===== src/rtl/fetch_pkg.sv =====
// fetch_pkg: shared constants and the prefetch buffer entry layout for fetch_unit
package fetch_pkg;
  localparam logic [31:0] NOP_INSTR    = 32'h0000_0013;
  localparam logic [31:0] RESET_PC_DEF = 32'h0000_0000;
  typedef struct packed {
    logic [31:0] pc;
    logic [31:0] instr;
  } entry_t;
endpackage


===== src/rtl/fetch_fifo.sv =====
// fetch_fifo: DEPTH x entry_t FIFO with push/pop/flush, combinational head and occupancy count
//   push_i/din_i write, pop_i advances head, flush_i empties, head_o current head, count_o occupancy
module fetch_fifo import fetch_pkg::*; #(
  parameter int DEPTH = 4
) (
  input  logic                   clk,
  input  logic                   rst,
  input  logic                   push_i,
  input  entry_t                 din_i,
  input  logic                   pop_i,
  input  logic                   flush_i,
  output entry_t                 head_o,
  output logic [$clog2(DEPTH):0] count_o
);
  localparam int AW = $clog2(DEPTH);
  logic [AW-1:0] rp_q, rp_d, wp_q, wp_d;
  logic [AW:0] cnt_q, cnt_d;
  entry_t mem_q [DEPTH];
  always_comb begin
    rp_d  = flush_i ? '0 : rp_q + AW'(pop_i);
    wp_d  = flush_i ? '0 : wp_q + AW'(push_i);
    cnt_d = flush_i ? '0 : cnt_q + (AW+1)'(push_i) - (AW+1)'(pop_i);
  end
  always_ff @(posedge clk) begin
    if (rst) begin
      rp_q  <= '0;
      wp_q  <= '0;
      cnt_q <= '0;
    end else begin
      rp_q  <= rp_d;
      wp_q  <= wp_d;
      cnt_q <= cnt_d;
    end
  end
  always_ff @(posedge clk) begin
    if (push_i) mem_q[wp_q] <= din_i;
  end
  assign head_o  = mem_q[rp_q];
  assign count_o = cnt_q;
endmodule


===== src/rtl/fetch_unit.sv =====
// fetch_unit: IF-stage PC sequencer, imem request issue and prefetch buffer feeding reg_fd
//   imem_* request/response interface, stall_f hold, pcsrc_e/pctarget_e redirect,
//   rd/pc_f/pcplus4_f/valid_f to reg_fd; FETCH_PERF_EN adds bubble_cnt output
module fetch_unit import fetch_pkg::*; #(
  parameter logic [31:0] RESET_PC = RESET_PC_DEF,
  parameter int          DEPTH    = 4
) (
  input  logic        clk,
  input  logic        rst,
  output logic        imem_req,
  output logic [31:0] imem_addr,
  input  logic        imem_gnt,
  input  logic        imem_rvalid,
  input  logic [31:0] imem_rdata,
  input  logic        stall_f,
  input  logic        pcsrc_e,
  input  logic [31:0] pctarget_e,
  output logic [31:0] rd,
  output logic [31:0] pc_f,
  output logic [31:0] pcplus4_f,
  output logic        valid_f
`ifdef FETCH_PERF_EN
  ,output logic [31:0] bubble_cnt
`endif
);
  localparam int CW = $clog2(DEPTH) + 1;
  logic [31:0] fetch_pc_q, fetch_pc_d, resp_pc_q, resp_pc_d, target;
  logic [CW-1:0] inflight_q, inflight_d, discard_q, discard_d, count;
  logic [CW:0] occupancy;
  logic xfer, drop, push, pop;
  entry_t head;
  fetch_fifo #(.DEPTH(DEPTH)) u_fifo (
    .clk     (clk),
    .rst     (rst),
    .push_i  (push),
    .din_i   ({resp_pc_q, imem_rdata}),
    .pop_i   (pop),
    .flush_i (pcsrc_e),
    .head_o  (head),
    .count_o (count)
  );
  // buffered plus in-flight words bound the issue rate, so a response always has a free slot
  assign occupancy = {1'b0, count} + {1'b0, inflight_q};
  assign imem_req  = ~rst & ~pcsrc_e & (occupancy < (CW+1)'(DEPTH));
  assign imem_addr = fetch_pc_q;
  assign xfer      = imem_req & imem_gnt;
  assign drop      = imem_rvalid & (discard_q != '0);
  assign push      = imem_rvalid & ~drop & ~pcsrc_e;
  assign pop       = valid_f & ~stall_f & ~pcsrc_e;
  assign target    = pctarget_e & ~32'h3;
  assign valid_f   = count != '0;
  assign rd        = valid_f ? head.instr : NOP_INSTR;
  assign pc_f      = valid_f ? head.pc : '0;
  assign pcplus4_f = pc_f + 32'd4;
  always_comb begin
    inflight_d = inflight_q + CW'(xfer) - CW'(imem_rvalid);
    // every response still owed at a redirect is wrong-path, including one landing this cycle
    discard_d  = pcsrc_e ? inflight_q - CW'(imem_rvalid) : discard_q - CW'(drop);
    fetch_pc_d = pcsrc_e ? target : xfer ? fetch_pc_q + 32'd4 : fetch_pc_q;
    resp_pc_d  = pcsrc_e ? target : push ? resp_pc_q + 32'd4 : resp_pc_q;
  end
  always_ff @(posedge clk) begin
    if (rst) begin
      fetch_pc_q <= RESET_PC;
      resp_pc_q  <= RESET_PC;
      inflight_q <= '0;
      discard_q  <= '0;
    end else begin
      fetch_pc_q <= fetch_pc_d;
      resp_pc_q  <= resp_pc_d;
      inflight_q <= inflight_d;
      discard_q  <= discard_d;
    end
  end
`ifdef FETCH_PERF_EN
  logic [31:0] bubble_q;
  always_ff @(posedge clk) begin
    if (rst) bubble_q <= '0;
    else if (~stall_f & ~valid_f & ~&bubble_q) bubble_q <= bubble_q + 32'd1;
  end
  assign bubble_cnt = bubble_q;
`endif
endmodule


===== config.mk =====
export PLATFORM = sky130hd
export DESIGN_NAME = fetch_unit
export DESIGN_NICKNAME = d
export VERILOG_FILES = /design/src/rtl/fetch_pkg.sv /design/src/rtl/fetch_fifo.sv /design/src/rtl/fetch_unit.sv
export SDC_FILE = /design/constraint.sdc
export NUM_CORES = 1
export LEC_CHECK = 0
export CAP_MARGIN = 40
export CELL_PAD_IN_SITES_DETAIL_PLACEMENT = 0
export CELL_PAD_IN_SITES_GLOBAL_PLACEMENT = 1
export CORE_MARGIN = 5
export CORE_UTILIZATION = 45
export DETAILED_ROUTE_END_ITERATION = 7
export PLACE_DENSITY_LB_ADDON = 0.1
export SLEW_MARGIN = 20
export SYNTH_ARGS = -nofsm -noshare
export SYNTH_HDL_FRONTEND = slang
export SYNTH_SLANG_ARGS = --single-unit

===== constraint.sdc =====
create_clock -name clk -period 8.9 [get_ports clk]
set_input_delay 1.335 -clock clk [delete_from_list [all_inputs] [get_ports clk]]
set_output_delay 1.335 -clock clk [all_outputs]
set_load 0.03 [all_outputs]

==> results.md <==
* WHS Path Cells at 2
* #FFs+latches synth at 321
* H-tree Lvls at 2
* Util after Layout at 56.45%
* # IOs at 200
* Die Footprint at 0.03545 mm2
* CORE AREA at 0.03147 mm2
* Synth warn at 0
* Post-Synth XOR/XNOR Area at 3.980%
* Synth Area in Compound Gates at 5.188%
* Gr usage total at 18.14%
* TritonCTS clock tree: done
* Synth area leader: edfxtp_1
* PD cells at 197.6 mW/mm2
* Commonest non-fill, non-tap cell in the layout: edfxtp_1
* Run status: finished clean
* Crit-path cells: buf_4 -> mux4_1 -> nand3_1 -> or3_1 -> nor4_1 -> xor2_1 -> clkdlybuf4s50_1
* Adder-Cell Fraction of Synth Area at 1.592%
* Worst-Margin Slew at 0.9033 ns
* CP delay by family, top: buffers and inverters
* Delay of the slowest critical-path stage at 0.79 ns
* Metal2 WL at 15140 um
* Post-synthesis simple-gate area fraction at 13.47%
* Total chip power at 0.003511 W
* Max Cap Violations at 0
* CP startpoint kind: register
* Die Width at 188.3 um
* GPL Wtd Cong at 0.7483
* CTS max path bufs at 3
* Wire per inst at 20.19 um
* Unrepaired setup endpoints after global routing: false
* Slew Limit Fails at 0
* Hold Buf Count CTS at 0
* Die H at 188.3 um
* Vias in the first global route at 9008
* Post-synth ARST share at 0%
* Sink Count at 321
* Final HPWL DP at 21770 um
* Synth Area per Inst at 13.97 um2
* Top routing layer used: met4
* Post-synth EDFFs at 248
* Seq/Total Area, Yosys at 62.29%
* Drt drc at 0
* Period utilisation layout at 66.08%
* Top FF cell, synth: edfxtp_1
* Clk slew on worst S/H paths at 0.06 ns
* Setup violators final at 0
* Largest family of logic cells by synthesized area: simple AND/OR/NAND/NOR gates
* Min Tclk post-route at 5.881 ns
* Via count at 9039
* Crit path arrival time at 4.55 ns
* Cts bufs inserted at 35
* Crit path depth at 7
* Initial Util at 45.44%
* Number of diodes at 0
* Buffers on Ports at 191
* WL met3 at 1818 um
* Clock Latency Late Sink at 0.51 ns
* Distinct cells, synth at 59
* Yosys top cell area share at 52.07%
* DRT iter0 DRCs at 518
* Worst Path Buf+Inv at 2
* Largest net degree at the start of global routing at 71
* Synth top area cells: edfxtp_1, dfxtp_1, mux4_2, and2_1, xnor2_1
* Required @ worst endpoint at 7.57 ns
* Synthesis-to-finish area growth at 24.22%
* Pleak at 5.942 nW
* Initial antenna violation count at 0
* Mapped Cells at 1024
* Post-cts resize count at 0
* Post-CTS Setup Bufs at 0
* Sum Neg Setup Slack at 0 ns
* Cell row count at 65
* Crit Path Max Fanout at 35
* Fill cell count at 2582
* CP max-delay cell: dfxtp_4
* Final nets at 1296
* First-pass iteration count of the detailed router at 5
* Clock Tree Root: clkbuf_16
* Fmax at 0.1700 GHz
* Crit Path Class: reg2out
* Post-synthesis mux area share at 10.16%
* Max_slew headroom at 39.28%
* Share of layout cells above drive strength 1 at 11.90%
* ANT nets after route at 0
* First-pass GRT wire length at 51450 um
* R2R cell count at 11
* Max VDD drop at 0.0001140 V
* Cell area after synthesis at 0.01430 mm2
* Grt total ovfl at 0
* Fin. Hold Viols at 0
* Skew final at 0.02578 ns
* Via-per-instance ratio at 5.522
* Worst setup EP type: primary output
* Worst min-delay path class: reg2reg
* DRT met1 WL at 15740 um
* Commonest cells after routing, fill and taps aside: edfxtp_1, clkdlybuf4s50_1, dfxtp_1
* Final WL at 33050 um
## registers in the layout, indices dropped and copies added (netlist names)
signal          count
u_fifo.mem_q      248
imem_addr          30
resp_pc_q          30
discard_q           3
inflight_q          3
u_fifo.count_o      3
u_fifo.rp_q         2
u_fifo.wp_q         2
## per-stage QoR
| step | setup WS [ns] | instance area, um2 | instances | hold WS [ns] |
|---|---|---|---|---|
| 2_1_floorplan | 1.753 | 14320 | 1029 | 0.4831 |
| 3_3_place_gp | 3.458 | 16520 | 1570 | 0.5129 |
| 3_5_place_dp | 3.421 | 16600 | 1574 | 0.5214 |
| 4_1_cts | 2.873 | 17770 | 1637 | 0.5335 |
| 5_1_grt | 2.675 | 17770 | 1637 | 0.5619 |
| 6_report | 3.019 | 17770 | 1637 | 0.5346 |
## layer usage
layer  vias up  track usage (%)
met5         -                0
met4         0            3.331
met3        30            3.668
met2       250            27.99
met1      4475            27.16
li1       4284                -
## logic make-up after synthesis
family                     after synthesis
and+or+nand+nor                        336
AOI/OAI and AO/OA                      115
DFF                                    321
buffers and inverters                  104
muxes                                   65
xor gates and xnor gates                65
other                                    1
adders and majority gates               17
## layout make-up
cell class / count / area [um2] / share of cell area (%)
Inverter: 39 / 146.4 / 0.8239
Clock inverter: 23 / 255.2 / 1.437
Clock buffer: 40 / 915.9 / 5.155
Multi-Input combinational cell: 604 / 4956 / 27.89
Timing Repair Buffer: 208 / 2077 / 11.69
Tap cell: 402 / 503.0 / 2.831
Sequential cell: 321 / 8914 / 50.17
## cell usage after synthesis, drive strengths merged (2+ instances only)
| library cell | n |
|---|---|
| nor4b | 5 |
| edfxtp | 248 |
| mux4 | 62 |
| ha | 15 |
| and3 | 20 |
| a31oi | 21 |
| and2 | 65 |
| nor3 | 21 |
| or2 | 3 |
| fa | 2 |
| and4 | 10 |
| buf | 23 |
| inv | 39 |
| xnor2 | 36 |
| or4 | 7 |
| nand3 | 32 |
| xor2 | 29 |
| nor2 | 47 |
| nor2b | 6 |
| o21bai | 3 |
| or3 | 8 |
| mux2i | 3 |
| a311oi | 4 |
| nand2 | 53 |
| nor3b | 4 |
| a21boi | 8 |
| nand4 | 25 |
| a21oi | 24 |
| o21ai | 21 |
| dfxtp | 73 |
| clkbuf | 42 |
| nor4 | 25 |
| a211oi | 21 |
| a2111oi | 3 |
| o211ai | 2 |
## power by group
group          leakage [nW]  switching (W)  internal [W]
registers              2.86      0.0000481       0.00167
clock network         0.565       0.000563      0.000887
logic                  2.51       0.000195      0.000152
## worst register-to-register path, cell delays in order, from the launching register on
cell and delay [ns]:
dfxtp_1 0.40, ha_1 0.26, nor2_1 0.12, and4_1 0.78, inv_1 0.10, buf_4 0.27
ha_1 0.34, inv_1 0.04, ha_1 0.18, fa_1 0.38, xnor2_1 0.16, nor2_1 0.05
## final timing paths
check	start	end	slack (ns)
hold / removal	imem_addr[8]	imem_addr[8]	0.53
hold reg to reg	imem_addr[8]	imem_addr[8]	0.53
setup reg to reg	inflight_q[2]	inflight_q[2]	5.69
setup / recovery	u_fifo.rp_q[0]	pcplus4_f[31]	3.02
No activity file was read; power rests on OpenSTA's default activity.
